===== config.mk =====
export PLATFORM = sky130hd
export DESIGN_NAME = tlu_dut_rx
export DESIGN_NICKNAME = d
export VERILOG_FILES = /design/src/rtl/tlu_pkg.sv /design/src/rtl/tlu_sync_ff.sv /design/src/rtl/tlu_dut_rx.sv
export SDC_FILE = /design/constraint.sdc
export NUM_CORES = 1
export LEC_CHECK = 0
export BUFFER_PORTS_ARGS = -buffer_cell sky130_fd_sc_hd__buf_4
export CAP_MARGIN = 20
export CORE_UTILIZATION = 51
export CTS_CLUSTER_DIAMETER = 200
export DETAILED_ROUTE_END_ITERATION = 16
export PLACE_DENSITY = 0.73
export RECOVER_POWER = 25
export REMOVE_ABC_BUFFERS = 1
export SETUP_SLACK_MARGIN = 0.05
export SLEW_MARGIN = 10
export SYNTH_ARGS = -nofsm -noshare
export SYNTH_HDL_FRONTEND = slang
export SYNTH_SLANG_ARGS = --single-unit

===== constraint.sdc =====
create_clock -name SYS_CLK -period 2.8 [get_ports SYS_CLK]
set_clock_uncertainty 0.2 [all_clocks]
set_input_delay 0.14 -clock SYS_CLK [delete_from_list [all_inputs] [get_ports SYS_CLK]]
set_output_delay 0.14 -clock SYS_CLK [all_outputs]
set_load 0.01 [all_outputs]

===== src/rtl/tlu_pkg.sv =====
// Shared TLU handshake definitions, used by the DUT-side receiver and the
// master-side transmitter.
package tlu_pkg;

   // Trigger ID width: one TLU_CLOCK rising edge per ID bit.
   localparam int TLU_ID_BITS = 15;

   // Handshake states. The encodings are fixed so both ends of the link
   // and any debug tooling decode them the same way.
   typedef enum logic [2:0] {
      ST_IDLE     = 3'd0,
      ST_QUAL     = 3'd1,
      ST_ACK      = 3'd2,
      ST_SHIFT_HI = 3'd3,
      ST_SHIFT_LO = 3'd4,
      ST_DONE     = 3'd5,
      ST_WAIT_LOW = 3'd6
   } tlu_state_t;

endpackage


===== src/rtl/tlu_sync_ff.sv =====
// Two-stage synchronizer for the asynchronous TLU_TRIGGER input.
// Both stages reset to 0 so a reset never looks like a pending trigger.
module tlu_sync_ff (
   input  logic i_clk,
   input  logic i_rst_n,
   input  logic i_d,
   output logic o_q
);

   logic r_meta;
   logic r_sync;

   // Capture the async input, then let the first stage settle for one cycle.
   always_ff @(posedge i_clk or negedge i_rst_n) begin
      if (!i_rst_n) begin
         r_meta <= 1'b0;
         r_sync <= 1'b0;
      end else begin
         r_meta <= i_d;
         r_sync <= r_meta;
      end
   end

   assign o_q = r_sync;

endmodule


===== src/rtl/tlu_dut_rx.sv =====
// DUT-side TLU trigger receiver. Qualifies a trigger, raises BUSY, clocks
// in the trigger ID (LSB first) and hands it to readout with a one-cycle
// valid pulse. BUSY and TLU_CLOCK are registered from the next state so
// the pads never see a combinational path.
//
// Handshake (master <-> this block): the master raises TLU_TRIGGER; once
// BUSY is high the master drops TLU_TRIGGER (start bit 0) and presents
// ID bit k after the (k+1)-th TLU_CLOCK rise; this block samples each bit
// at the end of the following TLU_CLOCK low phase. BUSY stays high until
// readout releases DUT_VETO and the master has returned TLU_TRIGGER low.
module tlu_dut_rx
   import tlu_pkg::*;
#(
   parameter int CLK_DIV = 4,
   parameter int ID_BITS = TLU_ID_BITS
) (
   input  logic               SYS_CLK,
   input  logic               SYS_RST_N,
   input  logic               ENABLE,
   input  logic [3:0]         CONF_TRIG_MIN,
   input  logic [15:0]        CONF_TIME_OUT,
   input  logic               DUT_VETO,
   input  logic               TLU_TRIGGER,
   output logic               TLU_BUSY,
   output logic               TLU_CLOCK,
   output logic [ID_BITS-1:0] TRIG_ID,
   output logic               TRIG_ID_VALID,
   output logic [31:0]        TRIG_CNT,
   output logic               ERR_TIME_OUT,
   output logic [2:0]         DBG_STATE
);

   localparam int HC_W = $clog2(CLK_DIV);
   localparam int BC_W = $clog2(ID_BITS);

   tlu_state_t         r_state;
   tlu_state_t         w_state_nxt;
   logic               w_trig;
   logic               w_busy_nxt;
   logic               w_half_done;
   logic               w_sample;
   logic               w_capture;
   logic [4:0]         w_qual_min;
   logic [4:0]         w_qual_inc;
   logic [ID_BITS-1:0] w_sr_nxt;

   logic [3:0]         r_qual_cnt;
   logic [15:0]        r_tmo_cnt;
   logic [HC_W-1:0]    r_half_cnt;
   logic [BC_W-1:0]    r_bit_cnt;
   logic [ID_BITS-2:0] r_sr;
   logic               r_busy;
   logic               r_clock;
   logic [ID_BITS-1:0] r_trig_id;
   logic               r_valid;
   logic [31:0]        r_trig_cnt;
   logic               r_err;

   tlu_sync_ff u_sync (
      .i_clk   (SYS_CLK),
      .i_rst_n (SYS_RST_N),
      .i_d     (TLU_TRIGGER),
      .o_q     (w_trig)
   );

   // A qualification length of 0 behaves as 1.
   assign w_qual_min  = (CONF_TRIG_MIN == 4'd0) ? 5'd1 : {1'b0, CONF_TRIG_MIN};
   assign w_qual_inc  = {1'b0, r_qual_cnt} + 5'd1;
   assign w_half_done = (r_half_cnt == '0);
   assign w_sample    = (r_state == ST_SHIFT_LO) && w_half_done;
   assign w_capture   = w_sample && (r_bit_cnt == BC_W'(ID_BITS - 1));
   // Shift right so the first sampled bit ends up at bit 0; the last sample
   // completes the word directly from the synced input.
   assign w_sr_nxt    = {w_trig, r_sr};

   // State register.
   always_ff @(posedge SYS_CLK or negedge SYS_RST_N) begin
      if (!SYS_RST_N) begin
         r_state <= ST_IDLE;
      end else begin
         r_state <= w_state_nxt;
      end
   end

   // Next-state decode and the BUSY level that follows from it.
   always_comb begin
      w_state_nxt = r_state;
      case (r_state)
         ST_IDLE: begin
            if (ENABLE && w_trig) w_state_nxt = ST_QUAL;
         end
         ST_QUAL: begin
            if (!w_trig)                     w_state_nxt = ST_IDLE;
            else if (w_qual_inc >= w_qual_min) w_state_nxt = ST_ACK;
         end
         ST_ACK: begin
            if (!w_trig)                  w_state_nxt = ST_SHIFT_HI;
            else if (r_tmo_cnt == 16'd0) w_state_nxt = ST_WAIT_LOW;
         end
         ST_SHIFT_HI: begin
            if (w_half_done) w_state_nxt = ST_SHIFT_LO;
         end
         ST_SHIFT_LO: begin
            if (w_capture)     w_state_nxt = ST_DONE;
            else if (w_sample) w_state_nxt = ST_SHIFT_HI;
         end
         ST_DONE: begin
            if (!DUT_VETO) w_state_nxt = ST_WAIT_LOW;
         end
         ST_WAIT_LOW: begin
            if (!w_trig) w_state_nxt = ST_IDLE;
         end
         default: w_state_nxt = ST_IDLE;
      endcase

      // Before the handshake is acknowledged BUSY only reflects ENABLE,
      // so a rejected glitch never shows up at the master.
      w_busy_nxt = 1'b1;
      if (w_state_nxt == ST_IDLE || w_state_nxt == ST_QUAL) w_busy_nxt = !ENABLE;
   end

   // Counters, shift register, pad registers and readout outputs.
   always_ff @(posedge SYS_CLK or negedge SYS_RST_N) begin
      if (!SYS_RST_N) begin
         r_qual_cnt <= '0;
         r_tmo_cnt  <= '0;
         r_half_cnt <= '0;
         r_bit_cnt  <= '0;
         r_sr       <= '0;
         r_busy     <= 1'b1;
         r_clock    <= 1'b0;
         r_trig_id  <= '0;
         r_valid    <= 1'b0;
         r_trig_cnt <= '0;
         r_err      <= 1'b0;
      end else begin
         r_busy  <= w_busy_nxt;
         r_clock <= (w_state_nxt == ST_SHIFT_HI);

         if (r_state == ST_IDLE)                   r_qual_cnt <= '0;
         else if (r_state == ST_QUAL && w_trig)    r_qual_cnt <= w_qual_inc[3:0];

         // Timeout loads on ACK entry so later CONF_TIME_OUT edits wait for the next handshake.
         if (w_state_nxt == ST_ACK && r_state != ST_ACK) r_tmo_cnt <= CONF_TIME_OUT;
         else if (r_state == ST_ACK && r_tmo_cnt != 16'd0) r_tmo_cnt <= r_tmo_cnt - 16'd1;

         if (r_state == ST_ACK && w_trig && r_tmo_cnt == 16'd0) r_err <= 1'b1;

         // Every entry into a shift phase restarts the half-period count.
         if ((w_state_nxt == ST_SHIFT_HI || w_state_nxt == ST_SHIFT_LO) && w_state_nxt != r_state)
            r_half_cnt <= HC_W'(CLK_DIV - 1);
         else if (!w_half_done)
            r_half_cnt <= r_half_cnt - 1'b1;

         if (r_state == ST_ACK) r_bit_cnt <= '0;
         else if (w_sample)     r_bit_cnt <= r_bit_cnt + 1'b1;

         if (w_sample) r_sr <= w_sr_nxt[ID_BITS-1:1];

         r_valid <= w_capture;
         if (w_capture) begin
            r_trig_id  <= w_sr_nxt;
            r_trig_cnt <= r_trig_cnt + 32'd1;
         end
      end
   end

   assign TLU_BUSY      = r_busy;
   assign TLU_CLOCK     = r_clock;
   assign TRIG_ID       = r_trig_id;
   assign TRIG_ID_VALID = r_valid;
   assign TRIG_CNT      = r_trig_cnt;
   assign ERR_TIME_OUT  = r_err;
   assign DBG_STATE     = r_state;

endmodule


==> impl_metrics.ini, run 1 <==
[final_layout]
nets = 632
synthToLayoutAreaGrowth_pct = 26.2
antenna-diode-count = 0
utilization = 0.665
final_design_area_no_fill_um2 = 5800
final_cells = 710
drive_gt1_frac = 0.218

[clock_tree]
cts.sinks = 96
cts_buffers = 9
cts_tree = done
root_buffer = clkbuf_8
htreeDepth = 3
clkTransAtPathRegs_ns = 0.09
cts_max_path_buffers = 2
insertion_delay_ns = 0.35

[place]
gp_congestion = 0.840
post-place-ws_ns = 0.0680
dp.cells = 673
dp_hpwl_mm = 6.75
numPortBuffers = 78
place_area_um2 = 5400

[timing]
min_period_over_period = 0.949
rsz0062_at_grt = false
max_slew_margin = 0.0521
hold_viol = 0
tightest_slew_ns = 1.42
whs_ns = 0.169
fmax_mhz = 376
maxSlewViolCount = 0
setup-tns-final_ns = 0
setup_violations = 0
period_needed_ns = 2.66
setup_ws_ns = 0.142

[worst_setup_path]
crit_start = r_tmo_cnt[15]
worstPathRequired_ns = 2.88
crit_path_start_kind = register
crit_fanout = 4
timing.rr.start = r_tmo_cnt[15]
path_class = register to register
cp-end-kind = register
rrSetupSlack_ns = 0.14
crit_arrival_ns = 2.73

[global_routing]
grt_overflow = 0
grt_pass1_wl_mm = 17.0
grt_max_degree = 58
antenna_found_initial = 0
grt_pass1_vias = 3754
grt_usage = 0.219

[die]
num_io_pins = 79
core-area_um2 = 8720
dieArea_um2 = 9390
die_height_um = 96.9
initial_core_util = 0.527
die_w_um = 96.9
row_count = 34

[yosys]
netlist_area_um2 = 4590
ys_warn_count = 0
avgSynthCellArea_um2 = 9.49
synthArstFlopShare = 1.00
postSynthCellCount = 484
synth_cell_types = 58
ys_ff_latch = 96
ys_dominant_reg_cell = dfrtp_1
yosysSeqAreaShare = 0.523
synth-edff-count = 0

[detailed_routing]
drtAntennaViolNets = 0
wire_per_inst_um = 13.7
first_iter_violations = 121
vias_per_cell = 5.33
vias = 3783
dr.pass1.iters = 4
drc = 0
drt-total-wl_mm = 9.72

[pwr]
ir_drop_mv = 0.461
total_power_mw = 3.96
cellLeakagePower_nw = 2.91
power_density_nw_per_um2 = 683

[status]
status = completed

[run]
maxCapViolCount = 0

[hold_path]
min-delay-start = u_sync.r_meta
hold_path_class = register to register
[report_power, final]
group | switching [mW] | internal, mW | leakage (nW)
clock | 0.483 | 0.352 | 0.0822
combinational | 0.750 | 0.630 | 1.52
sequential | 0.172 | 1.57 | 1.31
total | 1.40 | 2.55 | 2.91
[final cells by class]
class,instances,area (um^2)
Fill cell,716,2920
Timing Repair Buffer,120,943
Clock inverter,5,40.0
Clock buffer,11,141
Multi-Input combinational cell,352,2070
Tap cell,108,135
Sequential cell,96,2400
Inverter,18,67.6
[synth_stat cells (2+ instances only)]
cell type | number | area (um^2)
xnor2_1 | 26 | 228
nand4_1 | 10 | 62.6
clkbuf_1 | 10 | 37.5
nor2_1 | 30 | 113
buf_4 | 2 | 15.0
or2_2 | 2 | 12.5
nor4bb_1 | 2 | 20.0
or2b_1 | 2 | 15.0
a21oi_1 | 10 | 50.1
buf_6 | 4 | 45.0
buf_1 | 2 | 7.51
nand2_1 | 134 | 503
o211ai_1 | 6 | 45.0
mux2_2 | 2 | 22.5
and2_1 | 3 | 18.8
xor2_1 | 13 | 114
o21a_1 | 3 | 22.5
a31oi_1 | 2 | 12.5
a31o_2 | 2 | 17.5
o21ai_1 | 3 | 15.0
or3_1 | 3 | 18.8
dfrtp_1 | 95 | 2380
and4_1 | 2 | 17.5
nor2b_1 | 2 | 12.5
inv_1 | 17 | 63.8
or4b_4 | 2 | 27.5
ha_1 | 10 | 125
nor3_1 | 8 | 40.0
and3_1 | 4 | 25.0
nor4_1 | 5 | 31.3
o21ai_0 | 25 | 125
nand2b_1 | 6 | 37.5
nand3_1 | 12 | 60.1
[what timing repair did]
| action | in CTS | in global routing |
|---|---|---|
| pin swaps | 0 | 4 |
| resized for setup | 0 | 6 |
| hold buffers | 19 | 0 |
| setup endpoints to repair | 2 | 15 |
| hold endpoints to repair | 73 | 0 |
| buffers inserted | 1 | 1 |
[placed cells by master (no fill, tap or decap), drive strengths merged, types with 8 or more instances in the layout]
cell type and instances:
a21oi 10, xor2 13, buf 95, dfrtp 95, nor3 8, clkbuf 17
ha 10, nand4 10, inv 18, xnor2 26, o21ai 28, dlygate4sd3 19
nand3 12, nor2 30, nand2 134
[worst paths after layout]
kind                                 end  depth (start not counted)
max                        r_half_cnt[0]                          6
min                           u_sync.o_q                          0
max reg2reg                r_half_cnt[0]                          6
min reg2reg                   u_sync.o_q                          0
max in group asynchronous       TLU_BUSY                          3
min in group asynchronous     TRIG_ID[0]                          2
[state kept, by name, summed over array words and instances (netlist names)]
name,count
DBG_STATE,3
ERR_TIME_OUT,1
TLU_BUSY,1
TLU_CLOCK,1
TRIG_CNT,32
TRIG_ID,15
TRIG_ID_VALID,1
r_bit_cnt,4
r_half_cnt,2
r_qual_cnt,4
r_sr,14
r_tmo_cnt,16
u_sync.o_q,1
u_sync.r_meta,1
[metal layers]
metal | part of all wire | track usage
met2 | 0.48 | 0.367
met1 | 0.46 | 0.290
met3 | 0.040 | 0.0354
met4 | 0.015 | 0.0723
met5 | 0 | 0
[critical path: stages, from the launching register on]
cell	delay [ns]
dfrtp_1	0.38
or4_4	0.56
or4b_4	0.50
or4b_4	0.51
a211oi_2	0.18
mux2i_1	0.12
o21ai_1	0.14
[kinds of logic after synthesis]
kind of cell / count (synthesis) / share of synthesized area
AO/OA/AOI/OAI: 66 / 0.0961
XOR/XNOR: 39 / 0.0743
adder cells (fa/ha/maj): 10 / 0.0272
buffers and inverters: 36 / 0.0376
flip-flops: 96 / 0.523
multiplexers: 3 / 0.00708
AND/OR/NAND/NOR: 234 / 0.234
(Power assumes the default switching activity.)
==> inputs of run 2 (changes only) <==
--- a/config.mk
+++ b/config.mk
@@ -5,7 +5,7 @@
 export SDC_FILE = /design/constraint.sdc
 export NUM_CORES = 1
 export LEC_CHECK = 0
-export BUFFER_PORTS_ARGS = -buffer_cell sky130_fd_sc_hd__buf_4
+export BUFFER_PORTS_ARGS = -buffer_cell sky130_fd_sc_hd__buf_2
 export CAP_MARGIN = 20
 export CORE_UTILIZATION = 51
 export CTS_CLUSTER_DIAMETER = 200
==> impl_metrics.ini, run 2 (synthesized netlist as in run 1, its figures left out) <==
[timing]
fmax_mhz = 375
maxSlewViolCount = 0
setup_violations = 0
min_period_over_period = 0.952
setup_ws_ns = 0.135
period_needed_ns = 2.67
hold_viol = 0
setup-tns-final_ns = 0
tightest_slew_ns = 1.09
rsz0062_at_grt = true
max_slew_margin = 0.270

[hold_path]
min_to = u_sync.o_q
min-delay-start = u_sync.r_meta
hold_path_class = register to register
min_delay_path_depth = 0

[worst_setup_path]
crit_path_start_kind = register
worstPathRequired_ns = 2.88
critical_path.max_stage_delay_ns = 0.56
reg2reg_to = r_half_cnt[1]
cp-end-kind = register
crit_fanout = 4
cpLargestDelayFamily = simple AND/OR/NAND/NOR gates
crit_arrival_ns = 2.75
crit_chain = or4_4 > or4b_4 > or4b_4 > a211oi_2 > mux2i_1 > o21ai_1
cpMaxStageDelayCell = or4_4
rrSetupSlack_ns = 0.13
rr_worst_depth = 6
path_buf_inv = 0
timing.rr.start = r_tmo_cnt[15]
path_class = register to register
cpMostUsedCell = or4b_4

[global_routing]
grt_overflow = 0
grt_pass1_wl_mm = 17.0
antenna_found_initial = 0
grt_max_degree = 55
grt_usage = 0.220
grt_pass1_vias = 3720

[final_layout]
layout_commonest_cell = nand2_1
synthToLayoutAreaGrowth_pct = 23.9
final_design_area_no_fill_um2 = 5690
utilization = 0.653
drive_gt1_frac = 0.202
layout_common_cells = nand2_1 (134), dfrtp_1 (94), buf_2 (60)
antenna-diode-count = 0
nets = 633
largest_reg_flops = 32

[die]
num_io_pins = 79
initial_core_util = 0.527
die_w_um = 96.9
die_height_um = 96.9
row_count = 34
dieArea_um2 = 9390
core-area_um2 = 8720

[detailed_routing]
drtAntennaViolNets = 0
wire_per_inst_um = 13.6
dr.pass1.iters = 4
vias = 3807
vias_per_cell = 5.35
drt-total-wl_mm = 9.69
drc = 0
first_iter_violations = 117

[pwr]
cellLeakagePower_nw = 2.88
total_power_mw = 4.25
power_density_nw_per_um2 = 746
ir_drop_mv = 0.505

[place]
place_area_um2 = 5210
gp_congestion = 0.810
numPortBuffers = 78
post-place-ws_ns = 0.0914
dp_hpwl_mm = 6.67

[clock_tree]
htreeDepth = 3
clkTransAtPathRegs_ns = 0.09
cts_buffers = 9
insertion_delay_ns = 0.36
cts.sinks = 96
cts_tree = done
cts_max_path_buffers = 2
root_buffer = clkbuf_8

[run]
maxCapViolCount = 0

[status]
status = completed
==> run 2: cell count changes in the layout (fill, tap and decap cells not counted), moves of 3 or more <==
cell / previous run / this run
buf_4: 94 / 23
buf_2: 0 / 60
clkbuf_1: 5 / 17
bufinv_16: 0 / 3
==> run 2: worst max path at each step <==
stage	startpoint	endpoint	slack [ns]	cells past startpoint
after floorplan	r_half_cnt[0]	TRIG_CNT[22]	-1.66	8
after global placement	r_tmo_cnt[12]	r_half_cnt[1]	0.11	6
after detailed placement	r_tmo_cnt[12]	r_half_cnt[0]	0.09	6
after CTS	r_tmo_cnt[12]	r_half_cnt[0]	0.05	6
after global routing	r_qual_cnt[0]	r_half_cnt[1]	0.01	9
final	r_tmo_cnt[15]	r_half_cnt[1]	0.13	6
==> run 2: stage by stage <==
| stage | hold WS (ns) | instances |
|---|---|---|
| after floorplan | -0.356 | 466 |
| after CTS | 0.117 | 710 |
| after detailed placement | -0.0247 | 674 |
| final | 0.156 | 711 |
| after global placement | -0.0290 | 674 |
| after global routing | 0.173 | 711 |
==> run 2: cell type report <==
class,count,area [um^2]
clock buffers,10,138
clock inverters,6,114
fillers,735,3030
inverters,18,67.6
multi-input cells,352,2080
flip-flops and latches,96,2400
well taps,108,135
repair buffers,121,752
==> run 2: what timing repair did <==
item | 4_1_cts | 5_1_grt
cloned | 0 | 0
pin swaps | 0 | 7
buffers inserted | 1 | 1
hold buffers | 19 | 0
endpoints found under the setup margin | 2 | 15
gates resized for setup | 0 | 8
endpoints found under the hold margin | 60 | 0
==> run 2: power by group <==
group          total (mW)  switching (mW)  internal, mW  leakage, nW
registers            1.76           0.186          1.57         1.31
logic                1.38           0.751         0.627         1.45
clock network        1.11           0.494         0.621        0.119
==> run 2: worst register-to-register path, stage by stage (launching register included) <==
cell and delay [ns]:
dfrtp_1 0.39, or4_4 0.56, or4b_4 0.50, or4b_4 0.51
a211oi_2 0.18, mux2i_1 0.11, o21ai_1 0.14
==> run 2: layer usage <==
metal | wire [um] | vias to the layer above | global-route usage
li1 | - | 1852 | -
met1 | 4570 | 1842 | 0.298
met2 | 4630 | 101 | 0.361
met3 | 394 | 12 | 0.0354
met4 | 102 | 0 | 0.0700
met5 | 0 | - | 0
==> inputs of run 3 (changes only) <==
--- a/config.mk
+++ b/config.mk
@@ -5,12 +5,13 @@
 export SDC_FILE = /design/constraint.sdc
 export NUM_CORES = 1
 export LEC_CHECK = 0
-export BUFFER_PORTS_ARGS = -buffer_cell sky130_fd_sc_hd__buf_2
+export BUFFER_PORTS_ARGS = -buffer_cell sky130_fd_sc_hd__clkbuf_2
 export CAP_MARGIN = 20
-export CORE_UTILIZATION = 51
+export CORE_UTILIZATION = 52
+export CTS_BUF_LIST = sky130_fd_sc_hd__clkbuf_4
 export CTS_CLUSTER_DIAMETER = 200
 export DETAILED_ROUTE_END_ITERATION = 16
-export PLACE_DENSITY = 0.73
+export PLACE_DENSITY = 0.75
 export RECOVER_POWER = 25
 export REMOVE_ABC_BUFFERS = 1
 export SETUP_SLACK_MARGIN = 0.05
==> impl_metrics.ini, run 3 (synthesized netlist as in run 1, its figures left out) <==
[clock_tree]
cts_tree = done
cts.sinks = 96
clkTransAtPathRegs_ns = 0.14
cts_max_path_buffers = 2
root_buffer = clkbuf_4
cts_buffers = 9
insertion_delay_ns = 0.45
htreeDepth = 3

[die]
initial_core_util = 0.548
dieArea_um2 = 9220
num_io_pins = 79
die_height_um = 96.0
row_count = 33
die_w_um = 96.0
core-area_um2 = 8380

[detailed_routing]
vias_per_cell = 5.35
drtAntennaViolNets = 0
drc = 0
dr.pass1.iters = 4
first_iter_violations = 150
drt-total-wl_mm = 9.75
vias = 3808
wire_per_inst_um = 13.7

[final_layout]
nets = 637
largest_reg_flops = 32
drive_gt1_frac = 0.231
utilization = 0.664
layout_commonest_cell = nand2_1
antenna-diode-count = 0
synthToLayoutAreaGrowth_pct = 21.2
layout_common_cells = nand2_1 (134), dfrtp_1 (95), clkbuf_2 (78)
final_cells = 712

[worst_setup_path]
cp-end-kind = register
timing.rr.start = r_tmo_cnt[12]
cpMaxStageDelayCell = or4_4
path_class = register to register
rrSetupSlack_ns = 0.06
crit_end = r_half_cnt[1]
crit_chain = or4_4 > or4b_4 > or4b_4 > a211oi_2 > mux2i_1 > o21ai_1
cp_num_cells = 6
reg2reg_to = r_half_cnt[1]
crit_start = r_tmo_cnt[12]
cpMostUsedCell = or4b_4
crit_fanout = 3
critical_path.max_stage_delay_ns = 0.55
cpLargestDelayFamily = simple AND/OR/NAND/NOR gates
crit_path_start_kind = register
crit_arrival_ns = 2.91
rr_worst_depth = 6
path_buf_inv = 0
worstPathRequired_ns = 2.97

[timing]
max_slew_margin = 0.131
setup_ws_ns = 0.0589
min_period_over_period = 0.979
setup_violations = 0
fmax_mhz = 365
period_needed_ns = 2.74
maxSlewViolCount = 0
hold_viol = 0
tightest_slew_ns = 1.30
rsz0062_at_grt = true

[pwr]
total_power_mw = 3.82
power_density_nw_per_um2 = 687
ir_drop_mv = 0.500
cellLeakagePower_nw = 2.86

[global_routing]
antenna_found_initial = 0
grt_max_degree = 55
grt_pass1_wl_mm = 16.2
grt_overflow = 0
grt_pass1_vias = 3639
grt_usage = 0.228

[place]
numPortBuffers = 78
post-place-ws_ns = 0.0345
gp_congestion = 0.826
dp_hpwl_mm = 6.77
dp.cells = 673

[run]
maxCapViolCount = 0

[status]
status = completed

[hold_path]
hold_path_class = input pin to register
==> run 3: timing repair <==
action,in CTS,in global routing
hold buffers,19,0
resized for setup,0,4
pin swaps,1,6
hold endpoints to repair,78,0
setup buffers,1,3
setup endpoints to repair,2,3
==> run 3: final cells by class <==
type | count | area (um^2)
Sequential cell | 96 | 2400
Clock inverter | 7 | 56.3
Tap cell | 105 | 131
Fill cell | 694 | 2810
Multi-Input combinational cell | 352 | 2050
Timing Repair Buffer | 125 | 787
Inverter | 18 | 67.6
Clock buffer | 9 | 67.6
==> run 3: power by group <==
part           internal (mW)  total, mW  switching [mW]
sequential              1.57       1.74           0.165
combinational          0.644       1.41           0.768
clock                  0.190      0.676           0.486
==> run 3: per-stage QoR <==
step	hold slack, ns	setup TNS (ns)	cell area [um^2]
finish	0.138	0	5570
global route	0.115	0	5570
CTS	0.0572	0	5530
detailed placement	0.0261	0	5210
global placement	0.0174	0	5210
floorplan	-0.356	-50.20	4490
==> run 3: per-layer routing <==
layer  vias up  track usage  part of all wire
li1       1862            -                 -
met1      1843        0.286              0.45
met3        10       0.0513             0.044
met5         -            0                 0
met4         0       0.0634             0.011
met2        93        0.395              0.50
==> run 3: worst min-delay path by stage <==
stage                           start  cells past startpoint  slack, ns             to
after floorplan             SYS_RST_N                      0      -0.36   DBG_STATE[0]
after global placement      SYS_RST_N                      1       0.02     TRIG_ID[2]
after global routing      TLU_TRIGGER                      2       0.11  u_sync.r_meta
after CTS                   SYS_RST_N                      2       0.06     TRIG_ID[2]
after detailed placement    SYS_RST_N                      1       0.03     TRIG_ID[2]
final                     TLU_TRIGGER                      2       0.14  u_sync.r_meta
==> run 3: worst register-to-register path, cell delays in order (launching register included) <==
cell	delay (ns)
dfrtp_1	0.41
or4_4	0.55
or4b_4	0.50
or4b_4	0.51
a211oi_2	0.25
mux2i_1	0.13
o21ai_1	0.14
